<file path="src/rtl/alu_share_arbiter.sv">
// Shares one combinational ALU between the execute path (requester 0) and the
// PC/address-update path (requester 1) with round-robin arbitration.
module alu_share_arbiter #(
  parameter int unsigned WIDTH = 32,
  parameter int unsigned OPW   = 4
) (
  input  logic             clk,
  input  logic             rst_n,
  input  logic             req0_valid,
  output logic             req0_ready,
  input  logic [OPW-1:0]   req0_op,
  input  logic [WIDTH-1:0] req0_a,
  input  logic [WIDTH-1:0] req0_b,
  input  logic             req1_valid,
  output logic             req1_ready,
  input  logic [OPW-1:0]   req1_op,
  input  logic [WIDTH-1:0] req1_a,
  input  logic [WIDTH-1:0] req1_b,
  output logic             rsp0_valid,
  input  logic             rsp0_ready,
  output logic             rsp1_valid,
  input  logic             rsp1_ready,
  output logic [WIDTH-1:0] rsp_data,
  output logic             rsp_zero,
  output logic [WIDTH-1:0] alu_in1,
  output logic [WIDTH-1:0] alu_in2,
  output logic [OPW-1:0]   alu_op,
  input  logic [WIDTH-1:0] alu_out,
  input  logic             alu_zero,
  output logic             busy
);

  typedef enum logic [1:0] {
    IDLE = 2'd0,
    EXEC = 2'd1,
    RESP = 2'd2
  } state_t;

  state_t           state;
  logic [WIDTH-1:0] a_q;
  logic [WIDTH-1:0] b_q;
  logic [OPW-1:0]   op_q;
  logic             owner;
  logic             last_grant;
  logic             grant0_c;
  logic             grant1_c;
  logic             rsp_done_c;

  // On a tie the requester that was not served last wins.
  always_comb begin
    grant0_c = 1'b0;
    grant1_c = 1'b0;
    if (state == IDLE) begin
      grant0_c = req0_valid & (~req1_valid | last_grant);
      grant1_c = req1_valid & (~req0_valid | ~last_grant);
    end
  end

  always_comb begin
    rsp_done_c = 1'b0;
    if (state == RESP) begin
      rsp_done_c = owner ? rsp1_ready : rsp0_ready;
    end
  end

  assign req0_ready = grant0_c;
  assign req1_ready = grant1_c;

  // ALU is fed only from registered operands, never straight from a requester.
  assign alu_in1 = a_q;
  assign alu_in2 = b_q;
  assign alu_op  = op_q;

  always_ff @(posedge clk or negedge rst_n) begin
    if (!rst_n) begin
      state      <= IDLE;
      a_q        <= '0;
      b_q        <= '0;
      op_q       <= '0;
      owner      <= 1'b0;
      last_grant <= 1'b1;
      rsp_data   <= '0;
      rsp_zero   <= 1'b0;
      rsp0_valid <= 1'b0;
      rsp1_valid <= 1'b0;
      busy       <= 1'b0;
    end else begin
      case (state)
        IDLE: begin
          if (grant0_c) begin
            a_q   <= req0_a;
            b_q   <= req0_b;
            op_q  <= req0_op;
            owner <= 1'b0;
            busy  <= 1'b1;
            state <= EXEC;
          end else if (grant1_c) begin
            a_q   <= req1_a;
            b_q   <= req1_b;
            op_q  <= req1_op;
            owner <= 1'b1;
            busy  <= 1'b1;
            state <= EXEC;
          end
        end
        EXEC: begin
          rsp_data   <= alu_out;
          rsp_zero   <= alu_zero;
          rsp0_valid <= ~owner;
          rsp1_valid <= owner;
          state      <= RESP;
        end
        RESP: begin
          // Result stays held after the handshake until the next EXEC.
          if (rsp_done_c) begin
            last_grant <= owner;
            rsp0_valid <= 1'b0;
            rsp1_valid <= 1'b0;
            busy       <= 1'b0;
            state      <= IDLE;
          end
        end
        default: begin
          rsp0_valid <= 1'b0;
          rsp1_valid <= 1'b0;
          busy       <= 1'b0;
          state      <= IDLE;
        end
      endcase
    end
  end

endmodule

</file>
<file path="config.mk">
export PLATFORM = sky130hd
export DESIGN_NAME = alu_share_arbiter
export DESIGN_NICKNAME = d
export VERILOG_FILES = /design/src/rtl/alu_share_arbiter.sv
export SDC_FILE = /design/constraint.sdc
export NUM_CORES = 1
export LEC_CHECK = 0
export BUFFER_PORTS_ARGS = -buffer_cell sky130_fd_sc_hd__buf_4
export CORE_AREA = 2 2 110 112
export CTS_CLUSTER_SIZE = 16
export DETAILED_ROUTE_END_ITERATION = 10
export DIE_AREA = 0 0 112 114
export GPL_TIMING_DRIVEN = 1
export PLACE_DENSITY = 0.81
export REMOVE_ABC_BUFFERS = 1
export SETUP_SLACK_MARGIN = 0.4
export SKIP_CTS_REPAIR_TIMING = 1
export SYNTH_ARGS = -nofsm -noshare
export SYNTH_HDL_FRONTEND = slang
export SYNTH_SLANG_ARGS = --single-unit
</file>
<file path="constraint.sdc">
create_clock -name clk -period 4.55 [get_ports clk]
set_clock_uncertainty 0.1 [all_clocks]
set_input_delay 0.91 -clock clk [delete_from_list [all_inputs] [get_ports clk]]
set_output_delay 0.91 -clock clk [all_outputs]
set_load 0.05 [all_outputs]
</file>
# Yosys cells after proc, flatten, opt, wreduce, memory -nomap -nowiden
# Index checks and enable logic that the tools add are counted.
[word_totals]
out_inout_bits = 106
regBits = 108
input_bits = 175
wordCells = 53
[classes]
n_eq_ne = 4
n_reduce_logical = 7
bitwise = 10
mux = 21
[ops]
columns = ["operator", "count"]
rows = [
  ["$mux 32", 4],
  ["$pmux 1 s3", 3],
  ["$mux 1", 8],
  ["$mux 4", 2],
  ["$reduce_and 2->1", 4],
  ["$mux 2", 3],
  ["$not 1->1", 6],
  ["$pmux 2 s3", 1],
  ["$ne 3x3->1 const B", 1],
  ["$reduce_and 3->1", 1],
  ["$and 1x1->1", 2],
  ["$eq 2x1->1 const B", 1],
  ["$eq 2x2->1 const B", 1],
  ["$logic_not 2->1", 1],
  ["$ne 2x2->1 const B", 1],
  ["$or 1x1->1", 2],
  ["$reduce_bool 2->1", 1],
]

# Longest topological paths before layout
# Gate-level depths: netlist of the first run.
[logic_depth]
ltp_word = 7
ltp_mapped = 6
ltp_nobuf = 3

# Least setup slack after synthesis of the first run
# OpenSTA, ideal clock, no wires.
[synth_path]
path_type = "input to output"
from = "input port req0_valid"
to = "output port req1_ready"
path_slack_ns = 1.790
arrival_time_ns = 1.750
path_buffers = 2
required_time_ns = 3.540
stages = 4
cell_sequence = "buf_2 buf_2 nand2_1 and3_1"
[synth_via]
elab_chain_len = 4
[synth_rtl]
columns = ["item", "line_no", "text"]
rows = [
  ["start, declared", "9", "input logic req0_valid,"],
  ["$not 1->1", "55", "grant1_c = req1_valid & (~req0_valid | ~last_grant);"],
  ["$or 1x1->1", "55", ""],
  ["$and 1x1->1", "55", ""],
  ["$mux 1", "53", "if (state == IDLE) begin"],
  ["end, declared", "15", "output logic req1_ready,"],
]
# No other way between the ends.

# Final worst setup path of the first run
# Ends and elaborated chain as after synthesis.

==> results.cfg, run 1 <==
[timing]
min_period_over_period_pct = 68.64
relSlewSlack_pct = 21.94
final_hold_viol_count = 0
max_freq_ghz = 0.3202
grt_setup_unrepaired = false
finalSetupViolCount = 0
drv_slew = 0
post-route-min-period_ns = 3.123
tns_ns = 0
tightestPinTransition_ns = 1.171
hold_ws_ns = 0.4089

[layout]
final_util_pct = 64.83
layout_common_cells = buf_4, dfrtp_1, inv_1, o21ai_0, nand4_1
antenna_cells = 0
final_common_cell = buf_4
instances_no_fill = 894
layout-drive-gt1-share_pct = 46.72
nets = 917
area_delta_synth_final_pct = 45.76

[routing]
vias_per_cell = 5.811
vias = 5195
wirelength_mm = 17.29
top_layer_used = met4
drtIter0Drc = 382
drc = 0
wl_per_cell_um = 19.34
ant_nets = 0
wl_met2_mm = 8.465
dr_wl_met3_mm = 1.600
dr.pass1.iters = 5
wl_met1_mm = 6.800

[yosys]
yosysWarnings = 0
yosysSeqAreaShare_pct = 51.91
synth.avg_cell_area_um2 = 10.42
synth_top_area_share_pct = 51.41
post-synth-top-area-cell = dfrtp_1
ys_types = 27
yosys-top-cells-area = dfrtp_1, o311ai_1, nand4_1
synth_area_mm2 = 0.005209
synthCells = 500
ys_ff_latch = 108

[job]
drv_cap = 0

[critical_path]
crit_path_start_kind = primary input
path_max_fanout = 72
crit_path_end_kind = primary output
crit_type = in2out
crit_required_ns = 3.54
cp.arrival_ns = 2.11

[place]
hpwl_mm = 11.88
portBuffers = 280
placedCellCount = 878
routabilityCongestion = 0.8268

[die]
die_area_mm2 = 0.01277
fp.dieH_um = 114
fp.dieW_um = 112
core_mm2 = 0.01171
start_util_pct = 44.48
io_pins = 281
rows = 40

[clocking]
clock_sinks = 108
clock_latency_ns = 0.35
clkTransAtPathRegs_ns = 0.08
root_buffer = clkbuf_16
clk_path_buf_depth = 2
cts_tree = built
cts.htree.levels = 3
numCtsBuffers = 9

[grt]
overflow = 0
grt_first_pass_wirelength_mm = 26.99
antenna_found_initial = 0
grt_max_degree = 86
grt_usage_pct = 26.58
first_global_vias = 5201

[pwr]
irDropWorstVdd_mv = 0.9073
cellPowerDensity_mw_per_mm2 = 871.0
p_total_mw = 6.613
p_leak_nw = 3.659

[hold_path]
hp-class = reg2reg

[run_status]
outcome = finished clean
## critical path, cell delays in order
cell	delay [ns]
buf_4	0.62
nand2_1	0.16
and3_1	0.22
buf_4	0.18
## logic make-up after synthesis
group / after synthesis / synth area share [%]
compound gates: 145 / 20.03
buf+inv: 129 / 10.76
mux: 35 / 7.519
flops: 108 / 51.91
simple gates: 83 / 9.777
## final cells by class
cell class                      count  area (µm²)
Clock buffer                       11       232.7
Clock inverter                      5       60.06
Fill cell                         935        4119
Inverter                           72       270.3
Multi-Input combinational cell    263        1967
Sequential cell                   108        2704
Tap cell                          147       183.9
Timing Repair Buffer              288        2175
## per-stage QoR
stage	setup slack [ns]	instance area [µm²]
2_1_floorplan	-0.4332	4918
3_3_place_gp	1.465	7300
3_5_place_dp	1.455	7300
4_1_cts	1.458	7592
5_1_grt	1.360	7592
6_report	1.427	7592
## registers in the layout (all words and copies together) (netlist names)
| name | count |
|---|---|
| alu_in2 | 32 |
| alu_in1 | 32 |
| state | 2 |
| rsp0_valid | 1 |
| alu_op | 4 |
| rsp1_valid | 1 |
| owner | 1 |
| last_grant | 1 |
| busy | 1 |
| rsp_data | 32 |
| rsp_zero | 1 |
## per-layer routing
| metal | vias to the layer above | GRT usage, % |
|---|---|---|
| li1 | 2344 | - |
| met5 | - | 0 |
| met3 | 32 | 6.908 |
| met4 | 0 | 11.95 |
| met1 | 2517 | 32.92 |
| met2 | 302 | 44.12 |
## Yosys cell counts
cell type	count
o311ai_1	61
dfstp_2	1
nor2_1	3
inv_1	72
buf_6	8
buf_2	10
nor2_4	1
o2bb2ai_1	1
nand3_1	1
and2_1	1
clkbuf_2	3
nand2b_1	2
mux2i_1	2
a31oi_1	2
a21oi_1	2
nand2_1	3
dfrtp_1	107
and3_1	2
o311ai_2	7
nand3b_1	1
nand4_1	68
clkbuf_1	36
or2_1	1
o21ai_0	69
o21ai_1	2
a22o_1	1
mux2_2	33
## worst paths after layout
| path | from | endpoint | slack [ns] | depth (start not counted) |
|---|---|---|---|---|
| setup / recovery | req0_valid | req1_ready | 1.43 | 4 |
| hold / removal | rsp_data[30] | rsp_data[30] | 0.41 | 1 |
| setup reg to reg | state[0] | alu_in1[21] | 1.84 | 4 |
| hold reg to reg | rsp_data[30] | rsp_data[30] | 0.41 | 1 |
| max in group asynchronous | rst_n | alu_in2[31] | 2.85 | 2 |
| min in group asynchronous | rst_n | alu_in1[2] | 0.68 | 1 |
## power by group
| part | switching (mW) | leakage [nW] | internal, mW |
|---|---|---|---|
| clock | 0.358 | 0.140 | 0.430 |
| sequential | 0.292 | 1.28 | 1.46 |
| combinational | 2.81 | 2.23 | 1.26 |
| total | 3.46 | 3.66 | 3.15 |
No activity file was read; power rests on OpenSTA's default activity.
==> run 2: changes to the inputs <==
--- a/config.mk
+++ b/config.mk
@@ -5,13 +5,13 @@
 export SDC_FILE = /design/constraint.sdc
 export NUM_CORES = 1
 export LEC_CHECK = 0
+export ABC_AREA = 1
 export BUFFER_PORTS_ARGS = -buffer_cell sky130_fd_sc_hd__buf_4
-export CORE_AREA = 2 2 110 112
+export CORE_UTILIZATION = 41
 export CTS_CLUSTER_SIZE = 16
 export DETAILED_ROUTE_END_ITERATION = 10
-export DIE_AREA = 0 0 112 114
 export GPL_TIMING_DRIVEN = 1
-export PLACE_DENSITY = 0.81
+export PLACE_DENSITY = 0.78
 export REMOVE_ABC_BUFFERS = 1
 export SETUP_SLACK_MARGIN = 0.4
 export SKIP_CTS_REPAIR_TIMING = 1
==> constraint.sdc (replaced) <==
create_clock -name clk -period 2.6 [get_ports clk]
set_clock_uncertainty 0.1 [all_clocks]
set_input_delay 0.52 -clock clk [delete_from_list [all_inputs] [get_ports clk]]
set_output_delay 0.52 -clock clk [all_outputs]
set_load 0.05 [all_outputs]
==> run 2 against run 1 <==
Core utilization decreased by 1.4 points. Non-clock buffer count increased by 5. Sequential power is 69% higher. Worst hold slack got worse by 0.11 ns. Via count down 0.64%. Combinational power is 72% higher. Largest cell class unchanged.
==> results.cfg, run 2 <==
[run_status]
outcome = finished clean

[routing]
drtIter0Drc = 272
wl_per_cell_um = 14.68
dr.pass1.iters = 4
ant_nets = 0
vias = 5162
wirelength_mm = 15.53
vias_per_cell = 4.879
drc = 0

[timing]
min_period_over_period_pct = 81.00
tightestPinTransition_ns = 0.8247
drv_slew = 0
finalSetupViolCount = 0
final_hold_viol_count = 0
hold_ws_ns = 0.2942
grt_setup_unrepaired = false
post-route-min-period_ns = 2.106
max_freq_ghz = 0.4749
relSlewSlack_pct = 44.83

[place]
portBuffers = 280
placedCellCount = 1041
place_area_mm2 = 0.007392
hpwl_mm = 11.28
routabilityCongestion = 0.7889

[layout]
layout-drive-gt1-share_pct = 38.99
layout_common_cells = nand2_1, buf_4, dfrtp_1, nand4_1, mux2_2
area_delta_synth_final_pct = 49.72
antenna_cells = 0
final_area_mm2 = 0.007682
nets = 1060
n_fill_cell = 1068
final_util_pct = 63.43
final_common_cell = nand2_1
instances_no_fill = 1058

[critical_path]
crit_type = reg2out
critPathSlowestCell = dfrtp_1
cp.depth = 4
crit_path_start_kind = flip-flop
r2r-start = state[1]
crit_path_end_kind = primary output
crit_required_ns = 1.98
max_stage_delay_ns = 0.43
path_max_fanout = 9
cp.arrival_ns = 1.49
critical_path.top_delay_family = simple AND/OR/NAND/NOR gates
cp.buffers_inverters = 2
path_cells = nor2_4, nand3_2, inv_1, buf_4
reg2reg_depth = 3
startpoint = state[0]

[grt]
grt_max_degree = 105
first_global_vias = 4920
overflow = 0
antenna_found_initial = 0
grt_usage_pct = 24.28
grt_first_pass_wirelength_mm = 24.70

[clocking]
root_buffer = clkbuf_16
clk_path_buf_depth = 2
cts_tree = built
numCtsBuffers = 9
clock_latency_ns = 0.35
clock_sinks = 108
clkTransAtPathRegs_ns = 0.08
cts.htree.levels = 3

[die]
core_mm2 = 0.01211
fp.dieW_um = 113.9
fp.dieH_um = 113.9
rows = 40
io_pins = 281
start_util_pct = 42.37
die_area_mm2 = 0.01297

[pwr]
p_leak_nw = 4.278
irDropWorstVdd_mv = 0.7811
p_total_mw = 11.28
cellPowerDensity_mw_per_mm2 = 1469

[yosys]
yosys-top-cells-count = nand2_1, dfrtp_1, nand4_1
yosysSeqAreaShare_pct = 52.69
async_reset_ff_share_pct = 100.0
synthCells = 627
ys_types = 20
yosysWarnings = 0
synth_top_area_share_pct = 52.18
post-synth-top-area-cell = dfrtp_1
synth.avg_cell_area_um2 = 8.184
synth_ff_type = dfrtp_1
synth-edff-count = 0
ys_ff_latch = 108
yosys-top-cells-area = dfrtp_1, nand2_1, nand4_1
synth.most_common_cell = nand2_1
synth_area_mm2 = 0.005131

[hold_path]
hold_start = alu_out[25]
hold_depth = 2
hp-class = in2reg

[job]
drv_cap = 0
run 2: changes by cell type after synthesis, sizes merged, moves of 13 or more:
cell	previous run	this run
inv	72	8
clkbuf	39	26
o311ai	68	0
o21ai	71	6
nand2	3	353
run 2: area by class of cell:
cell class                 instances  area (µm²)  area share, %
inverter                           8       30.03         0.3909
clock inverter                     6       51.30         0.6678
timing repair buffer             293        2252          29.32
clock buffer                      10       229.0          2.980
multi-input combinational        465        2206          28.71
tap                              168       210.2          2.736
sequential                       108        2704          35.20
run 2: final timing paths:
kind / end / slack (ns)
max: req0_ready / 0.49
min: rsp_data[25] / 0.29
max reg2reg: rsp_data[4] / 0.83
min reg2reg: alu_in1[24] / 0.38
max in group asynchronous: alu_in2[9] / 1.21
min in group asynchronous: rsp_data[25] / 0.42
run 2: metrics by stage:
step                      setup slack (ns)  setup TNS [ns]
after floorplan                     -1.421          -52.33
after global placement              0.7482               0
after detailed placement            0.7333               0
after CTS                           0.4783               0
after global routing                0.4201               0
final                               0.4941               0
run 2: per-layer routing:
| layer | vias to the layer above | share of wire, % | global-route usage, % | wire [µm] |
|---|---|---|---|---|
| met5 | - | 0 | 0 | 0 |
| met2 | 172 | 51 | 41.99 | 7925 |
| met3 | 25 | 6.3 | 4.729 | 978 |
| met1 | 2418 | 40 | 30.03 | 6285 |
| li1 | 2547 | - | - | - |
| met4 | 0 | 2.2 | 9.437 | 344 |
run 2: where the power goes:
part           leakage [nW]  switching, mW  total (mW)  internal [mW]
clock network         0.134          0.645        1.31          0.666
logic                  2.83           4.87        7.00           2.13
registers              1.31          0.451        2.97           2.52
total                  4.28           5.97        11.3           5.32
run 2: cell families (layout without fill, tap and decap cells):
| kind of cell | Yosys count | in the layout | synth area share [%] |
|---|---|---|---|
| mux | 33 | 33 | 7.242 |
| simple gates | 425 | 425 | 34.75 |
| flops | 108 | 108 | 52.69 |
| compound gates | 7 | 7 | 0.8047 |
| buf+inv | 54 | 317 | 4.511 |
run 2: worst register-to-register path, delay by kind of cell (launching register included):
family | cells | cell delay, ns
flops | 1 | 0.42
simple gates | 1 | 0.61
buf+inv | 1 | 0.09
mux | 1 | 0.44
